==> config.mk <==
export PLATFORM = sky130hd
export DESIGN_NAME = vend_ctrl_multi
export DESIGN_NICKNAME = d
export VERILOG_FILES = /design/src/rtl/vend_pkg.sv /design/src/rtl/vend_stock_bank.sv /design/src/rtl/vend_ctrl_multi.sv
export SDC_FILE = /design/constraint.sdc
export NUM_CORES = 1
export LEC_CHECK = 0
export CAP_MARGIN = 0
export CORE_ASPECT_RATIO = 0.9
export CORE_MARGIN = 4
export CORE_UTILIZATION = 50
export CTS_BUF_LIST = sky130_fd_sc_hd__clkbuf_8
export DETAILED_ROUTE_END_ITERATION = 8
export MAX_ROUTING_LAYER = met4
export PLACE_DENSITY_LB_ADDON = 0.12
export SLEW_MARGIN = 20
export SYNTH_ARGS = -nofsm -noshare
export SYNTH_HDL_FRONTEND = slang
export SYNTH_HIERARCHICAL = 1
export SYNTH_SLANG_ARGS = --single-unit
==> constraint.sdc <==
create_clock -name clk -period 5.7 [get_ports clk]
set_input_delay 0.855 -clock clk [delete_from_list [all_inputs] [get_ports clk]]
set_output_delay 0.855 -clock clk [all_outputs]
set_load 0.02 [all_outputs]
==> src/rtl/vend_pkg.sv <==
// Shared types and helpers for the multi-product vending controller:
// coin codes, FSM state enum, coin values and greedy change selection.
package vend_pkg;

  localparam logic [1:0] COIN_5  = 2'b00;
  localparam logic [1:0] COIN_10 = 2'b01;
  localparam logic [1:0] COIN_20 = 2'b10;
  localparam logic [1:0] COIN_50 = 2'b11;

  typedef enum logic [1:0] {
    IDLE,
    CREDIT,
    VEND,
    CHANGE
  } state_e;

  function automatic logic [5:0] coin_value(input logic [1:0] code);
    logic [5:0] v;
    v = 6'd5;
    unique case (code)
      COIN_5:  v = 6'd5;
      COIN_10: v = 6'd10;
      COIN_20: v = 6'd20;
      COIN_50: v = 6'd50;
    endcase
    return v;
  endfunction

  // Largest coin not exceeding the amount; callers only ask with
  // a nonzero multiple of 5, so COIN_5 is the floor.
  function automatic logic [1:0] greedy_change(input logic [31:0] amt);
    logic [1:0] c;
    if (amt >= 32'd50)      c = COIN_50;
    else if (amt >= 32'd20) c = COIN_20;
    else if (amt >= 32'd10) c = COIN_10;
    else                    c = COIN_5;
    return c;
  endfunction

endpackage

==> src/rtl/vend_stock_bank.sv <==
// Per-product stock counters with decrement-by-id and restock.
// Ports: clk/rst, dec_en_i+dec_id_i, restock_i, empty_o (stock==0).
module vend_stock_bank #(
  parameter int NUM_PRODUCTS = 4,
  parameter int STOCK_W      = 4,
  parameter int STOCK_INIT   = 8,
  parameter int ID_W         = 2
) (
  input  logic                    clk,
  input  logic                    rst,
  input  logic                    dec_en_i,
  input  logic [ID_W-1:0]         dec_id_i,
  input  logic                    restock_i,
  output logic [NUM_PRODUCTS-1:0] empty_o
);

  localparam logic [STOCK_W-1:0] INIT_V = STOCK_W'(STOCK_INIT);

  logic [STOCK_W-1:0]      stock_q [NUM_PRODUCTS];
  logic [STOCK_W-1:0]      stock_d [NUM_PRODUCTS];
  logic [NUM_PRODUCTS-1:0] empty_q;
  logic [NUM_PRODUCTS-1:0] empty_d;

  always_comb begin
    for (int i = 0; i < NUM_PRODUCTS; i++) begin
      stock_d[i] = stock_q[i];
      if (restock_i) begin
        stock_d[i] = INIT_V;
      end else if (dec_en_i && dec_id_i == ID_W'(i)
                   && stock_q[i] != '0) begin
        stock_d[i] = stock_q[i] - STOCK_W'(1);
      end
      empty_d[i] = (stock_d[i] == '0);
    end
  end

  always_ff @(posedge clk) begin
    if (rst) begin
      for (int i = 0; i < NUM_PRODUCTS; i++) begin
        stock_q[i] <= INIT_V;
      end
      empty_q <= {NUM_PRODUCTS{STOCK_INIT == 0}};
    end else begin
      for (int i = 0; i < NUM_PRODUCTS; i++) begin
        stock_q[i] <= stock_d[i];
      end
      empty_q <= empty_d;
    end
  end

  assign empty_o = empty_q;

endmodule

==> src/rtl/vend_ctrl_multi.sv <==
// Multi-product vending controller: credit, vend, greedy change, refund.
// Ports: coin/sel/cancel/restock in; credit, busy, product, change,
// coin_reject, sel_err pulses and per-product empty out. All registered.
module vend_ctrl_multi
  import vend_pkg::*;
#(
  parameter int NUM_PRODUCTS = 4,
  parameter int CREDIT_W     = 8,
  parameter logic [NUM_PRODUCTS*CREDIT_W-1:0] PRICES =
    {8'd30, 8'd15, 8'd10, 8'd5},
  parameter int MAX_CREDIT   = 100,
  parameter int STOCK_W      = 4,
  parameter int STOCK_INIT   = 8,
  localparam int ID_W =
    (NUM_PRODUCTS > 1) ? $clog2(NUM_PRODUCTS) : 1
) (
  input  logic                    clk,
  input  logic                    rst,
  input  logic                    coin_valid,
  input  logic [1:0]              coin_code,
  input  logic                    sel_valid,
  input  logic [ID_W-1:0]         sel_id,
  input  logic                    cancel,
  input  logic                    restock,
  output logic [CREDIT_W-1:0]     credit,
  output logic                    busy,
  output logic                    product_valid,
  output logic [ID_W-1:0]         product_id,
  output logic                    chg_valid,
  output logic [1:0]              chg_code,
  output logic                    coin_reject,
  output logic                    sel_err,
  output logic [NUM_PRODUCTS-1:0] empty
);

  localparam int CW1 = CREDIT_W + 1;

  state_e              state_q, state_d;
  logic [CREDIT_W-1:0] credit_q, credit_d;
  logic                pv_q, pv_d;
  logic [ID_W-1:0]     pid_q, pid_d;
  logic                cv_q, cv_d;
  logic [1:0]          cc_q, cc_d;
  logic                rej_q, rej_d;
  logic                serr_q, serr_d;
  logic                busy_q;

  logic                    dec_en;
  logic                    restock_en;
  logic [NUM_PRODUCTS-1:0] empty_w;

  logic [CREDIT_W-1:0] price;
  logic                id_hit;
  logic                in_stock;
  logic                sel_ok;
  logic [CREDIT_W:0]   coin_sum;
  logic                coin_ok;
  logic [1:0]          chg;
  logic [CREDIT_W-1:0] chg_left;

  always_comb begin
    price    = '0;
    id_hit   = 1'b0;
    in_stock = 1'b0;
    for (int i = 0; i < NUM_PRODUCTS; i++) begin
      if (sel_id == ID_W'(i)) begin
        price    = PRICES[i*CREDIT_W +: CREDIT_W];
        id_hit   = 1'b1;
        in_stock = !empty_w[i];
      end
    end
  end

  assign sel_ok = id_hit && in_stock && (credit_q >= price);

  // One extra bit so the ceiling test cannot be fooled by wrap.
  assign coin_sum = {1'b0, credit_q} + CW1'(coin_value(coin_code));
  assign coin_ok  = coin_sum <= CW1'(MAX_CREDIT);

  assign chg      = greedy_change(32'(credit_q));
  assign chg_left = credit_q - CREDIT_W'(coin_value(chg));

  always_comb begin
    state_d    = state_q;
    credit_d   = credit_q;
    pv_d       = 1'b0;
    pid_d      = pid_q;
    cv_d       = 1'b0;
    cc_d       = cc_q;
    rej_d      = 1'b0;
    serr_d     = 1'b0;
    dec_en     = 1'b0;
    restock_en = 1'b0;
    unique case (state_q)
      IDLE: begin
        restock_en = restock;
        serr_d     = sel_valid;
        if (coin_valid) begin
          if (coin_ok) begin
            credit_d = coin_sum[CREDIT_W-1:0];
            state_d  = CREDIT;
          end else begin
            rej_d = 1'b1;
          end
        end
      end
      CREDIT: begin
        if (cancel) begin
          rej_d   = coin_valid;
          state_d = CHANGE;
        end else if (sel_valid && sel_ok) begin
          rej_d    = coin_valid;
          pv_d     = 1'b1;
          pid_d    = sel_id;
          credit_d = credit_q - price;
          dec_en   = 1'b1;
          state_d  = VEND;
        end else begin
          serr_d = sel_valid;
          if (coin_valid) begin
            if (coin_ok) credit_d = coin_sum[CREDIT_W-1:0];
            else         rej_d    = 1'b1;
          end
        end
      end
      // The dispense cycle already pays the first change coin so
      // change starts one cycle after product_valid.
      VEND: begin
        rej_d   = coin_valid;
        serr_d  = sel_valid;
        state_d = IDLE;
        if (credit_q != '0) begin
          cv_d     = 1'b1;
          cc_d     = chg;
          credit_d = chg_left;
          if (chg_left != '0) state_d = CHANGE;
        end
      end
      CHANGE: begin
        rej_d    = coin_valid;
        serr_d   = sel_valid;
        cv_d     = 1'b1;
        cc_d     = chg;
        credit_d = chg_left;
        if (chg_left == '0) state_d = IDLE;
      end
      default: state_d = IDLE;
    endcase
  end

  always_ff @(posedge clk) begin
    if (rst) begin
      state_q  <= IDLE;
      credit_q <= '0;
      pv_q     <= 1'b0;
      pid_q    <= '0;
      cv_q     <= 1'b0;
      cc_q     <= COIN_5;
      rej_q    <= 1'b0;
      serr_q   <= 1'b0;
      busy_q   <= 1'b0;
    end else begin
      state_q  <= state_d;
      credit_q <= credit_d;
      pv_q     <= pv_d;
      pid_q    <= pid_d;
      cv_q     <= cv_d;
      cc_q     <= cc_d;
      rej_q    <= rej_d;
      serr_q   <= serr_d;
      busy_q   <= (state_d == VEND) || (state_d == CHANGE);
    end
  end

  vend_stock_bank #(
    .NUM_PRODUCTS(NUM_PRODUCTS),
    .STOCK_W     (STOCK_W),
    .STOCK_INIT  (STOCK_INIT),
    .ID_W        (ID_W)
  ) u_stock (
    .clk      (clk),
    .rst      (rst),
    .dec_en_i (dec_en),
    .dec_id_i (sel_id),
    .restock_i(restock_en),
    .empty_o  (empty_w)
  );

  assign credit        = credit_q;
  assign busy          = busy_q;
  assign product_valid = pv_q;
  assign product_id    = pid_q;
  assign chg_valid     = cv_q;
  assign chg_code      = cc_q;
  assign coin_reject   = rej_q;
  assign sel_err       = serr_q;
  assign empty         = empty_w;

endmodule
Word-level counts from Yosys, hierarchy flattened
Memories as Yosys holds them, arrays and structs flattened.
Index checks and enable logic that the tools add are counted.

word-level totals
  memories = 1
  bits in registers = 23
  input port bits = 10
  bits in writable memories = 16

operators by class
  bitwise operators = 5
  magnitude comparators = 5
  reduce and logical (&&, ||, !) cells = 37
  eq/ne operators = 16
  muxes and demuxes = 62
  add/subtract/negate cells = 7

memory list
  memory           depth  width  rd ports  clocked after Yosys merged registers in  write ports  line                   text
  u_stock.stock_q  4      4      4         0                                        4            vend_stock_bank.sv:19  logic [STOCK_W-1:0] stock_q [NUM_PRODUCTS];

operator list
  kind                                                                count
  two-way mux 8 bit                                                   8
  two-way mux 4 bit                                                   12
  case mux 6 bit (4 select lines)                                     2
  case mux 8 bit (4 select lines)                                     1
  two-way mux 1 bit                                                   23
  equality test 2 bit (second input constant)                         10
  two-way mux 2 bit                                                   10
  logical NOT 4 bit                                                   4
  nonzero test 4 bit                                                  4
  nonzero test 8 bit                                                  2
  subtractor 4 x 1 -> 4 bit (second input constant)                   4
  logical AND 1 bit                                                   11
  adder 8 x 6 -> 9 bit                                                1
  less-or-equal comparator 9 x 7 -> 1 bit (second input constant)     1
  equality test 2 x 1 -> 1 bit (second input constant)                4
  greater-or-equal comparator 8 x 4 -> 1 bit (second input constant)  1
  greater-or-equal comparator 8 x 5 -> 1 bit (second input constant)  1
  greater-or-equal comparator 8 x 6 -> 1 bit (second input constant)  1
  greater-or-equal comparator 8 bit                                   1
  logical NOT 2 bit                                                   4
  logical NOT 8 bit                                                   1
  case mux 2 bit (4 select lines)                                     1
  subtractor 8 x 6 -> 8 bit                                           1
  subtractor 8 bit                                                    1
  14 further kinds                                                    23

Depth between registers and ports, before layout
  depth in word-level cells = 16
  gate-level depth with buffers = 15
  depth with buffers taken out = 15

By module
Netlist, hierarchy kept.

modules (own cells, without submodules)
  module           times used  sequential area each (sq um)  cells each  area an instance (sq um)
  vend_ctrl_multi  1           380.4                         268         2079.5
  vend_stock_bank  1           400.4                         109         985.9

Least setup slack after synthesis
No wires, ideal clock.

  path kind = in2reg
  from = input sel_id[0]
  to = register u_stock.empty_q[2] (netlist: u_stock/empty_o[2])
  cell stages on the path = 12
  arrival time = 3166 ps
  library setup time = 130 ps
  path slack = 2404 ps
  buffers on the path = 0
  path through = inv_1 -> nor2_1 -> ha_1 -> and3_1 -> a31oi_2 -> a21oi_4 -> nand2_1 -> nor2_1 -> nand3b_1 -> or4_1 -> o311ai_2 -> a211oi_2

on the way
  longest elaborated chain between the ends = 16
  elaborated cells between the ends (all ways) = 28
  those cells by class = order compare: 1; eq/ne: 3; mux: 17; reduce/logical: 7

ends and longest elaborated chain
  item                                                                           line                    text
  start: declaration                                                             vend_ctrl_multi.sv:22   input logic [ID_W-1:0] sel_id,
  logical NOT 2 bit                                                              vend_ctrl_multi.sv:66   if (sel_id == ID_W'(i)) begin
  two-way mux 3 bit / two-way mux 1 bit (equally long branches)                  vend_ctrl_multi.sv:66
  two-way mux 8 bit / two-way mux 1 bit (equally long branches) (3 in a row)     vend_ctrl_multi.sv:66
  greater-or-equal comparator 8 bit / logical AND 1 bit (equally long branches)  vend_ctrl_multi.sv:74   assign sel_ok = id_hit && in_stock && (credit_q >= price);
  logical AND 1 bit *                                                            vend_ctrl_multi.sv:74
  logical AND 1 bit *                                                            vend_ctrl_multi.sv:111  end else if (sel_valid && sel_ok) begin
  two-way mux 1 bit *                                                            vend_ctrl_multi.sv:111
  two-way mux 1 bit *                                                            vend_ctrl_multi.sv:108  if (cancel) begin
  two-way mux 1 bit *                                                            n/a
  named net dec_en                                                               vend_ctrl_multi.sv:48   logic dec_en;
  logical AND 1 bit *                                                            vend_stock_bank.sv:29   end else if (dec_en_i && dec_id_i == ID_W'(i)
  logical AND 1 bit *                                                            vend_stock_bank.sv:30   && stock_q[i] != '0) begin
  two-way mux 4 bit *                                                            vend_stock_bank.sv:29
  two-way mux 4 bit *                                                            vend_stock_bank.sv:27   if (restock_i) begin
  logical NOT 4 bit *                                                            vend_stock_bank.sv:33   empty_d[i] = (stock_d[i] == '0);
  end signal: assignment                                                         vend_stock_bank.sv:42   empty_q <= {NUM_PRODUCTS{STOCK_INIT == 0}};
  end signal: assignment                                                         vend_stock_bank.sv:47   empty_q <= empty_d;
  end: declaration                                                               vend_stock_bank.sv:21   logic [NUM_PRODUCTS-1:0] empty_q;

Mark *: on every way through the listed nets, which the timed path passes. The rest lies on a longest branch.
A chain may end at the register's enable or synchronous reset.

Worst setup path after layout
  from = input sel_id[0]
  to = register u_stock.empty_q[3] (netlist: u_stock/empty_o[3])

Same word-level chain as after synthesis.

==> results.md <==
* Syn nets at 411
* Vias per inst at 6.15
* Post-synth EDFFs at 0
* Die area at 0.00745 mm^2
* Vias in the first global route at 2608
* Mean post-synth cell area at 8.13 um^2
* Detail Route Antenna Nets at 0
* Final number of setup-violating endpoints at 0
* Worst Hold Slack at 479 ps
* Status: finished, final reports clean
* PwrDens at 483 mW/mm^2
* Clock Skew at 4.82 ps
* Slew HR at 34.1%
* Post-DP HPWL at 5.79 mm
* Post-synthesis sequential area ratio at 25.5%
* Maxcap violations at 0
* CP max FO at 12
* Post-synthesis cell type count at 72
* Synth Instances at 377
* R2R cell count at 13
* Post-CTS Resized at 0
* Area of the mapped netlist at 0.00307 mm^2
* DR iter-0 viols at 243
* Nets at 437
* Post-CTS Setup Inserts at 0
* Share of post-route cells with drive strength above 1 at 7.43%
* Initial core utilization at 52.6%
* FF-to-FF setup slack at 1910 ps
* Overflow after GRT at 0
* Core region area at 0.00582 mm^2
* Minimum clock period at 4240 ps
* Total CTS buffers at 5
* CTS tree: yes
* Clock slew at reported path FFs at 80 ps
* Peak Freq at 236 MHz
* Period utilization at 74.4%
* Die width at 90.5 um
* Yosys top cell area share at 25.5%
* Worst slew pin tran at 988 ps
* Critical Path Start Type: input pin
* Initial antenna violation count at 0
* Final Hold Viols at 0
* Drt drc at 0
* I/O Buffers at 30
* Register bit count reported by yosys at 39
* Detail-routed net length per standard cell at 16.1 um
* Worst hold path type: reg2reg
* Site Rows at 26
* Synth area leader: dfxtp_1
* Crit Path Class: in2reg
* Layout area overhead at 14.6%
* Clk sinks at 39
* Required time of the worst setup path at 5930 ps
* Via Count at 2915
* CP arrival at 4470 ps
* Top_reg_cell synth: dfxtp_1
* YS warnings at 6
* Area post-placement at 0.00340 mm^2
* Number of hold buffers added after cts at 0
* Leak Pwr at 1.33 nW
* Final instance area at 0.00351 mm^2
* Clock Tree Buf Depth at 2
* Max incr delay on CP at 740 ps
* Total negative setup slack at 0 ps
* Worst Setup End Kind: flop
* Peak supply drop at 295 uV
* Initial DRT Pass Iterations at 4
* RSZ-0062 raised after global routing: false
* Maximum level of the CTS H-tree at 2
* Util after Layout at 60.3%
* Ant. Diodes at 0
* Async SR Flop Fraction at 0%
* Root Buffer: clkbuf_8
* Latest clock arrival within the worst-skew pair at 290 ps
* Largest cells by area after synthesis: dfxtp_1 (25%), ha_1 (8.6%), nor2_1 (5.6%), inv_1 (3.8%), xnor2_1 (3.1%)
* GR Util All Layers at 21.5%
* Total I/O pin count at 31
* Total Power at 1.70 mW
* Hold path depth at 2
* Largest net degree at the start of global routing at 23
* Routed wire length at 7.63 mm
* Routability cong. at 0.926
* Final Slew Violations at 0
* First-pass GRT wire length at 12.5 mm
* Slowest library cell on the worst path: clkdlybuf4s50_1
* CP Cell Sequence: clkdlybuf4s50_1 > inv_1 > ha_1 > inv_1 > fa_1 > a211o_1 > a21oi_1 > a21oi_4 > nand2_1 > nor2_1 > nand3_1 > nor4_1 > mux2i_1 > and4_1
* CP dominant cell by count: inv_1
* Die height at 82.3 um
==> Yosys cell counts (4+ instances only) <==
cell type,count
inv_1,31
a21oi_1,18
nor3_1,7
nand3_1,10
nor2_1,46
o21a_1,5
a211oi_2,4
clkbuf_1,7
xnor2_1,11
ha_1,21
a21o_1,4
nand2_1,25
a31oi_1,5
o21ai_0,19
o211ai_1,10
nor3b_1,4
and4_1,4
nor2b_1,4
mux2_2,4
and3_1,4
a211oi_1,7
and2_1,9
dfxtp_1,39
mux2i_1,4
==> layer usage <==
metal / vias to the layer above / wire length (um) / global-route usage [%]
met5: - / 0 / -
met4: 0 / 44 / 4.59
met3: 5 / 431 / 3.99
met2: 86 / 3380 / 34.0
met1: 1381 / 3780 / 29.0
li1: 1443 / - / -
==> per-stage QoR <==
| step | cells | setup WS, ps |
|---|---|---|
| 5_1_grt | 474 | 1130 |
| 4_1_cts | 474 | 1510 |
| 3_3_place_gp | 466 | 1340 |
| 6_report | 474 | 1460 |
| 3_5_place_dp | 466 | 1210 |
| 2_1_floorplan | 377 | 2400 |
==> path summary, 6_finish.rpt <==
| kind | start | endpoint |
|---|---|---|
| min | product_id[1]$_SDFFE_PP0P_ | product_id[1]$_SDFFE_PP0P_ |
| max reg2reg | credit[1]$_SDFFE_PP0P_ | busy$_SDFF_PP0_ |
| max | sel_id[0] | u_stock/empty_o[3]$_SDFF_PP0_ |
| min reg2reg | product_id[1]$_SDFFE_PP0P_ | product_id[1]$_SDFFE_PP0P_ |
==> worst max-delay path: cells and delay by family <==
| family | cells | cell delay [ps] |
|---|---|---|
| and+or+nand+nor | 5 | 1460 |
| buffers and inverters | 3 | 930 |
| AOI/OAI and AO/OA | 3 | 480 |
| adders and majority gates | 2 | 450 |
| muxes | 1 | 280 |
==> sequential cells by signal, indices dropped and copies added (netlist names) <==
name / flops
u_stock/stock_q: 16
credit: 8
product_id: 2
state_q: 2
u_stock/empty_o: 4
sel_err: 1
busy: 1
chg_valid: 1
coin_reject: 1
product_valid: 1
chg_code: 2
==> cell usage in the layout, fill, tap and decap left out, types with 9 or more instances in the layout <==
| master | instances |
|---|---|
| a21oi_1 | 18 |
| and2_1 | 9 |
| clkdlybuf4s50_1 | 30 |
| dfxtp_1 | 39 |
| ha_1 | 21 |
| inv_1 | 31 |
| nand2_1 | 25 |
| nand3_1 | 10 |
| nor2_1 | 46 |
| o211ai_1 | 10 |
| o21ai_0 | 19 |
| xnor2_1 | 11 |
==> kinds of logic (layout without fill, tap and decap cells) <==
kind of cell,after synthesis,in the layout,share of synthesized area [%]
AND/OR/NAND/NOR,139,139,24.0
AO/OA/AOI/OAI,110,110,27.0
buffers and inverters,42,69,5.51
flip-flops,39,39,25.5
adder cells (fa/ha/maj),24,24,10.5
XOR/XNOR,14,14,4.00
multiplexers,9,9,3.51
==> layout make-up <==
cell class / count / area [um^2]
timing repair buffer: 30 / 300
clock inverter: 3 / 43.8
clock buffer: 5 / 68.8
fill: 519 / 2310
multi-input combinational: 296 / 2120
sequential: 39 / 781
inverter: 31 / 116
tap: 70 / 87.6
==> power breakdown <==
part / internal (mW) / leakage [nW] / switching [mW]
Sequential: 0.310 / 0.317 / 0.0821
Combinational: 0.454 / 0.954 / 0.615
Clock: 0.130 / 0.0581 / 0.105
Total: 0.895 / 1.33 / 0.801
Power figures use the tool's default switching activity.
==> RTL edit (config.mk and constraints unchanged) <==
Register the output `sel_err` once more, with the module's reset; this adds one clock of latency there. The other outputs are not delayed to match. Comments in the files are not updated.
--- a/src/rtl/vend_ctrl_multi.sv
+++ b/src/rtl/vend_ctrl_multi.sv
@@ -194,5 +194,11 @@
   assign chg_code      = cc_q;
   assign coin_reject   = rej_q;
-  assign sel_err       = serr_q;
+  always_ff @(posedge clk) begin
+    if (rst) begin
+      sel_err <= '0;
+    end else begin
+      sel_err <= serr_q;
+    end
+  end
   assign empty         = empty_w;
 
Behaviour: not the same (Yosys sat finds a counterexample within 4 cycles, from zero or initial values and one cycle with rst high).
==> RTL edit against the unedited design <==
Sequential cell count is 1 higher. Fmax is 0.19% higher. Routed wire length is 3.2% lower. Sequential power is 5% higher. Non-clock buffer count stayed put. Count of clock-buffer cells in the layout is 1 higher. Design area is 0.18% lower. Via count is 2.6% lower. Synthesized cell count is 3.2% lower. Total power is 2.5% lower. Synthesized area is 0.24% higher. Setup slack better by 8.1 ps. Critical path type unchanged. Largest cell class unchanged.
==> RTL edit: results (changes against the unedited design) <==
run_status:
  status: "complete, no violations"
layout:
  filler_cell_count: 535  # +3.1%
  largest_reg_flops: 16  # unchanged
  layout.nets: 426  # -2.5%
  drive_above_1_share_pct: 8.40  # +0.97 points
  diodes: 0  # unchanged
  regMostFlops: "u_stock/stock_q"
setup_path:
  cpPeakStageDelay_ps: 730
  crit_family: "simple AND/OR/NAND/NOR gates"
  cp.arrival_ps: 4470  # about the same
sta:
  hold_violations: 0  # unchanged
  worstMarginPinSlew_ps: 617  # -371 ps
  skew_ps: 6.23  # +1.41 ps
clocking:
  cts_root_buf: "clkbuf_8"
  post_cts_buffers: 0  # unchanged
  cts_resized: 0  # unchanged
  clk_pin_slew_ps: 80  # about the same
global_route:
  grt_max_degree: 16  # -30%
  groute.usage.overall_pct: 21.8  # +0.26 points
  antenna_found_initial: 0  # unchanged
  first_global_vias: 2647  # +1.5%
  grt_pass1_wl_mm: 12.6  # +0.89%
yosys:
  yosys_warnings: 6  # unchanged
  synthAdderAreaFrac_pct: 10.5  # -0.026 points
  syn_inst: 365  # -3.2%
  synth_mux_area_share_pct: 5.54  # +2.0 points
  yosys-top-cells-area: "dfxtp_1 26%, ha_1 8.6%, nor2_1 5.1%, a21oi_1 4.7%, o21ai_0 2.9%"
  ys_seq_area_share_pct: 26.1  # +0.59 points
  synthXorXnorAreaFrac_pct: 3.71  # -0.29 points
  ys_async_sr_fraction_pct: 0  # unchanged
  yosys-top-cells-count: "42 x nor2_1, 40 x dfxtp_1, 29 x a21oi_1"
  ys_types: 73  # +1.4%
  synth_compound_area_share_pct: 26.5  # -0.43 points
  synthesis.nets: 399  # -2.9%
detailed_routing:
  drt_iter0_drc: 198  # -19%
  wl_per_cell_um: 16.0  # -0.89%
  num_vias: 2840  # -2.6%
  via_per_inst: 6.13  # -0.26%
  first_pass_iters: 5  # +1
placement:
  dpl.hpwl_mm: 5.72  # -1.1%
  dp.cells: 455  # -2.4%
  placed_cell_area_um2: 3410  # +0.40%
  gp_congestion: 0.948  # +2.4%
power_and_ir_drop:
  p_leak_nw: 1.38  # +3.9%
  ir_drop_mv: 0.187  # -37%
## RTL edit: per-layer routing
| metal | up-vias | GRT usage [%] | wire (um) |
|---|---|---|---|
| met5 | - | - | 0 |
| met4 | 0 | 6.88 | 82 |
| met3 | 13 | 4.17 | 376 |
| met2 | 74 | 33.8 | 3250 |
| met1 | 1336 | 28.9 | 3670 |
| li1 | 1417 | - | - |
## RTL edit: layout make-up
type / instances / area, um^2 / share of cell area [%]
clock inverters: 2 / 10.0 / 0.285
multi-input cells: 294 / 2140 / 61.1
flip-flops and latches: 40 / 801 / 22.8
repair buffers: 30 / 300 / 8.56
inverters: 21 / 81.3 / 2.32
well taps: 70 / 87.6 / 2.50
clock buffers: 6 / 82.6 / 2.35
## RTL edit: worst paths after layout
check / start / to / slack [ps] / depth (start not counted)
worst max register to register: credit[0] / u_stock/empty_o[1] / 2260 / 13
worst min-delay path: serr_q / sel_err / 450 / 1
worst max-delay path: sel_id[0] / u_stock/empty_o[1] / 1470 / 14
worst min register to register: serr_q / sel_err / 450 / 1
## RTL edit: per-stage QoR
step | setup slack (ps) | hold WS [ps]
after floorplan | 2380 | 414
after global placement | 1360 | 419
after detailed placement | 1180 | 433
after CTS | 1470 | 451
after global routing | 1140 | 461
final | 1470 | 446
## RTL edit: kinds of logic (layout without fill, tap and decap cells)
kind of cell	count (synthesis)	in the layout
adders and majority gates	24	24
and+or+nand+nor	128	128
DFF	40	40
buffers and inverters	31	59
xor gates and xnor gates	13	13
AOI/OAI and AO/OA	114	114
muxes	15	15
## RTL edit: power by group
group / internal (W) / total [W] / switching, W
sequential: 0.000321 / 0.000410 / 0.0000886
clock: 0.0000966 / 0.000197 / 0.0000999
combinational: 0.000449 / 0.00105 / 0.000598
total: 0.000867 / 0.00165 / 0.000786
